<file path="config.mk">
export PLATFORM = sky130hd
export DESIGN_NAME = bus_arbiter
export DESIGN_NICKNAME = d
export VERILOG_FILES = /design/src/rtl/bus_arbiter.sv
export SDC_FILE = /design/constraint.sdc
export NUM_CORES = 1
export LEC_CHECK = 0
export CORE_AREA = 5 5 166 168
export DETAILED_ROUTE_END_ITERATION = 10
export DIE_AREA = 0 0 171 173
export GPL_TIMING_DRIVEN = 0
export PLACE_DENSITY_LB_ADDON = 0.2
export SYNTH_ARGS = -nofsm -noshare
export SYNTH_HDL_FRONTEND = slang
export SYNTH_SLANG_ARGS = --single-unit
</file>
<file path="constraint.sdc">
create_clock -name CLK -period 2.1 [get_ports CLK]
set_input_delay 0.21 -clock CLK [delete_from_list [all_inputs] [get_ports CLK]]
set_output_delay 0.21 -clock CLK [all_outputs]
set_load 0.01 [all_outputs]
</file>
<file path="src/rtl/bus_arbiter.sv">
// Shares one RAM port between two cores' icache/dcache requesters.
// Cores alternate round-robin; within a core the dcache wins over the icache.
module bus_arbiter #(
    parameter int unsigned ADDR_W = 32,
    parameter int unsigned DATA_W = 32
) (
    input  logic                CLK,
    input  logic                nRST,
    input  logic [1:0]          iREN,
    input  logic [2*ADDR_W-1:0] iaddr,
    output logic [1:0]          iwait,
    output logic [2*DATA_W-1:0] iload,
    input  logic [1:0]          dREN,
    input  logic [1:0]          dWEN,
    input  logic [2*ADDR_W-1:0] daddr,
    input  logic [2*DATA_W-1:0] dstore,
    output logic [1:0]          dwait,
    output logic [2*DATA_W-1:0] dload,
    output logic                ramREN,
    output logic                ramWEN,
    output logic [ADDR_W-1:0]   ramaddr,
    output logic [DATA_W-1:0]   ramstore,
    input  logic [DATA_W-1:0]   ramload,
    input  logic                ram_ready
);

    typedef enum logic [0:0] {StIdle, StBusy} state_e;

    state_e state_q, state_d;
    logic   core_q, core_d;
    logic   is_d_q, is_d_d;
    logic   is_wr_q, is_wr_d;
    logic   last_q, last_d;

    logic [1:0] d_act;
    logic       pri_core;
    logic       live;

    assign d_act = dREN | dWEN;
    assign iload = {2{ramload}};
    assign dload = {2{ramload}};

    always_comb begin
        state_d  = state_q;
        core_d   = core_q;
        is_d_d   = is_d_q;
        is_wr_d  = is_wr_q;
        last_d   = last_q;
        ramREN   = 1'b0;
        ramWEN   = 1'b0;
        ramaddr  = '0;
        ramstore = '0;
        iwait    = 2'b11;
        dwait    = 2'b11;
        pri_core = ~last_q;
        live     = is_d_q ? d_act[core_q] : iREN[core_q];

        unique case (state_q)
            StIdle: begin
                if (d_act[pri_core] || iREN[pri_core]) begin
                    state_d = StBusy;
                    core_d  = pri_core;
                    is_d_d  = d_act[pri_core];
                    is_wr_d = d_act[pri_core] & dWEN[pri_core];
                end else if (d_act[last_q] || iREN[last_q]) begin
                    state_d = StBusy;
                    core_d  = last_q;
                    is_d_d  = d_act[last_q];
                    is_wr_d = d_act[last_q] & dWEN[last_q];
                end
            end
            StBusy: begin
                if (is_d_q) begin
                    ramaddr  = core_q ? daddr[2*ADDR_W-1:ADDR_W] : daddr[ADDR_W-1:0];
                    ramstore = core_q ? dstore[2*DATA_W-1:DATA_W] : dstore[DATA_W-1:0];
                end else begin
                    ramaddr  = core_q ? iaddr[2*ADDR_W-1:ADDR_W] : iaddr[ADDR_W-1:0];
                end
                // A dropped request kills the strobes at once and abandons the grant.
                if (!live) begin
                    state_d = StIdle;
                end else begin
                    ramREN = ~is_wr_q;
                    ramWEN = is_wr_q;
                    if (ram_ready) begin
                        if (is_d_q) dwait[core_q] = 1'b0;
                        else        iwait[core_q] = 1'b0;
                        last_d  = core_q;
                        state_d = StIdle;
                    end
                end
            end
            default: state_d = StIdle;
        endcase
    end

    always_ff @(posedge CLK) begin
        if (!nRST) begin
            state_q <= StIdle;
            core_q  <= 1'b0;
            is_d_q  <= 1'b0;
            is_wr_q <= 1'b0;
            last_q  <= 1'b1;
        end else begin
            state_q <= state_d;
            core_q  <= core_d;
            is_d_q  <= is_d_d;
            is_wr_q <= is_wr_d;
            last_q  <= last_d;
        end
    end

endmodule

</file>
==> run_results.csv <==
group,metric,value,unit
logic_synthesis,ys_types,33,
timing,skew,0.000283,ns
clock_tree,cts.clk_slew.worst_paths,0.03,ns
run_status,status,"completed",
finish,nets,982,
timing,slew_headroom,0.644,
logic_synthesis,netlist_instances,327,
clock_tree,numClockSinks,5,
floorplan,die-area,29600,um2
route,remaining_drc_errors,0,
route,vias,3841,
worst_setup_path,required,1.89,ns
logic_synthesis,synthesis.area,2820,um2
grt,met3_usage,0.0493,
worst_setup_path,critPathTopFamily,"simple AND/OR/NAND/NOR gates",
floorplan,fp-row-count,59,
timing,finalCriticalPeriod,2.07,ns
logic_synthesis,synth_edf_count,0,
power,total_power,2.06,mW
power,p_leak,3.20,nW
placement,portBuffers,398,
route,vias_per_cell,3.55,
worst_setup_path,path_cells,"buf_8, buf_6, nor4b_4, or4b_4, a31oi_4, and2_1, buf_2",
floorplan,ioPinCount,431,
clock_tree,cts-buffers-inserted,3,
timing,finalSetupViolCount,0,
logic_synthesis,synth_top_area_frac,0.354,
route,first_pass_iters,4,
finish,fill_cells,2753,
placement,finalWeightedCongestion,0.754,
timing,worst_slack,0.0322,ns
clock_tree,clockBufferDepth,2,
power,power_density,274,nW/um2
route,ant_nets,0,
timing,rsz0062_at_grt,"yes",
worst_setup_path,crit_type,"flop to output port",
worst_setup_path,critPathCaptureType,"output port",
finish,drive_gt1_frac,0.301,
run,drv_cap,0,
power,vdd_drop_max,0.221,mV
logic_synthesis,avgSynthCellArea,8.63,um2
floorplan,core_area,25800,um2
floorplan,die_x,171,um
timing,tightest_slew,0.533,ns
grt,grt_pass1_vias,4279,
logic_synthesis,ys_seq_area_frac,0.0355,
logic_synthesis,ys_ff_latch,5,
logic_synthesis,synth_top_cell_by_area,"buf_4",
worst_setup_path,worst_setup_path_start_kind,"flop",
worst_setup_path,cp_slowest_cell,"or4b_4",
clock_tree,clkLatencyLatePin,0.23,ns
timing,fmax,0.484,GHz
logic_synthesis,syn_nets,560,
logic_synthesis,yosysWarnings,0,
timing,min_period_over_period,0.985,
worst_setup_path,path_max_fanout,7,
grt,grt.busiest_layer,"met2",
logic_synthesis,synthArstFlopShare,0,
floorplan,die_y,173,um
grt,grt_max_degree,11,
grt,use_met2,0.216,
grt,grt_use_met1,0.107,
hold_path,min_path_type,"flop to flop",
route,drtIter0Drc,76,
timing,hold_viol_final,0,
worst_setup_path,cpPeakStageDelay,0.58,ns
clock_tree,htreeDepth,1,
timing,finalMaxSlewViolations,0,
finish,areaGrowthSynthToFinish,166,%
timing,setup_tns,0,ns
logic_synthesis,synthFlopType,"dfxtp_1",
placement,dp_hpwl,15.9,mm
grt,grt_usage,0.110,
worst_setup_path,cp_data_arrival_time,1.86,ns
floorplan,start_util,0.110,
grt,grt_pass1_wl,25.8,mm
worst_setup_path,worst-path-buf-inv,3,
logic_synthesis,ys_top_cells_by_area,"buf_4, mux4_2, mux2i_1",
grt,grt.overflow.total,0,
route,routed_wl,17.7,mm
grt,antenna_found_initial,0,
clock_tree,cts_tree,"built",
clock_tree,root_buffer,"clkbuf_16",
placement,post-place-ws,-0.488,ns
finish,n_antenna_cell,0,
route,wl_per_cell,16.3,um
==> what timing repair did <==
action                     in CTS  in global routing
buffers inserted               16                  4
setup endpoints to repair      70                 25
hold buffers                    0                  0
resized for setup             147                 20
pin swaps                       3                  3
==> through the flow <==
stage               std cells   util  hold slack [ns]  instance area, um2
global placement         1060  0.280            0.472                7230
global route             1083  0.292            0.548                7510
CTS                      1080  0.292            0.484                7510
finish                   1083  0.292            0.469                7510
detailed placement       1060  0.280            0.472                7230
floorplan                 327      -            0.328                2820
==> cell usage after synthesis (all sizes together) (2+ instances only) <==
cell / n
nand2: 5
clkbuf: 10
nor2: 38
buf: 138
dfxtp: 5
and2: 33
mux4: 32
nor4b: 2
o21ai: 5
inv: 2
a21oi: 4
nor3: 4
mux2i: 32
nand4: 2
==> report_power, final <==
part	switching, mW	internal [mW]
clock	0.0631	0.252
combinational	0.543	1.09
sequential	0.00948	0.106
==> final timing paths <==
check                             from                    to  slack (ns)  cells past startpoint
setup / recovery   core_q$_SDFFE_PN0P_                ramWEN        0.03                      7
hold / removal    is_wr_q$_SDFFE_PN0P_  is_wr_q$_SDFFE_PN0P_        0.47                      2
setup reg to reg   core_q$_SDFFE_PN0P_    state_q$_SDFF_PN0_        0.33                      7
hold reg to reg   is_wr_q$_SDFFE_PN0P_  is_wr_q$_SDFFE_PN0P_        0.47                      2
==> layer usage <==
| metal | share of wire | routed length [um] |
|---|---|---|
| met5 | 0 | 0 |
| met4 | 0.0099 | 174 |
| met3 | 0.14 | 2550 |
| met2 | 0.52 | 9240 |
| met1 | 0.32 | 5690 |
==> area by class of cell <==
class / instances / area [um2] / area share
well taps: 335 / 419 / 0.0558
repair buffers: 417 / 4030 / 0.537
multi-input cells: 172 / 1680 / 0.224
flip-flops and latches: 5 / 101 / 0.0135
clock buffers: 4 / 78.8 / 0.0105
inverters: 2 / 7.51 / 0.000999
plain buffers: 148 / 1190 / 0.159
==> sequential cells by signal, summed over array words and instances (netlist names) <==
signal / cells
core_q: 1
is_d_q: 1
is_wr_q: 1
last_q: 1
state_q: 1
==> cell usage in the layout (no fill, tap or decap), types with 3 or more instances in the layout <==
cell type	count
clkdlybuf4s50_1	328
buf_4	144
dlygate4sd2_1	46
nor2_1	38
mux4_2	32
and2_1	32
mux2i_1	30
buf_2	10
clkdlybuf4s15_1	9
clkbuf_2	7
buf_6	5
buf_12	5
o21ai_0	5
clkbuf_4	4
nand2_1	4
nor3_1	4
a21oi_1	4
dfxtp_1	4
buf_8	3
clkbuf_16	3
dlymetal6s2s_1	3
==> cells by family after synthesis <==
| group | count (synthesis) | synth area share |
|---|---|---|
| simple gates | 92 | 0.176 |
| buf+inv | 150 | 0.383 |
| compound gates | 16 | 0.0377 |
| mux | 64 | 0.369 |
| flops | 5 | 0.0355 |
==> worst min-delay path, stage by stage, from the launching register on <==
cell and delay, ns:
dfxtp_1 0.30, nand2_1 0.05, o21ai_0 0.06
Note: power is estimated with default switching activity, not from simulation.
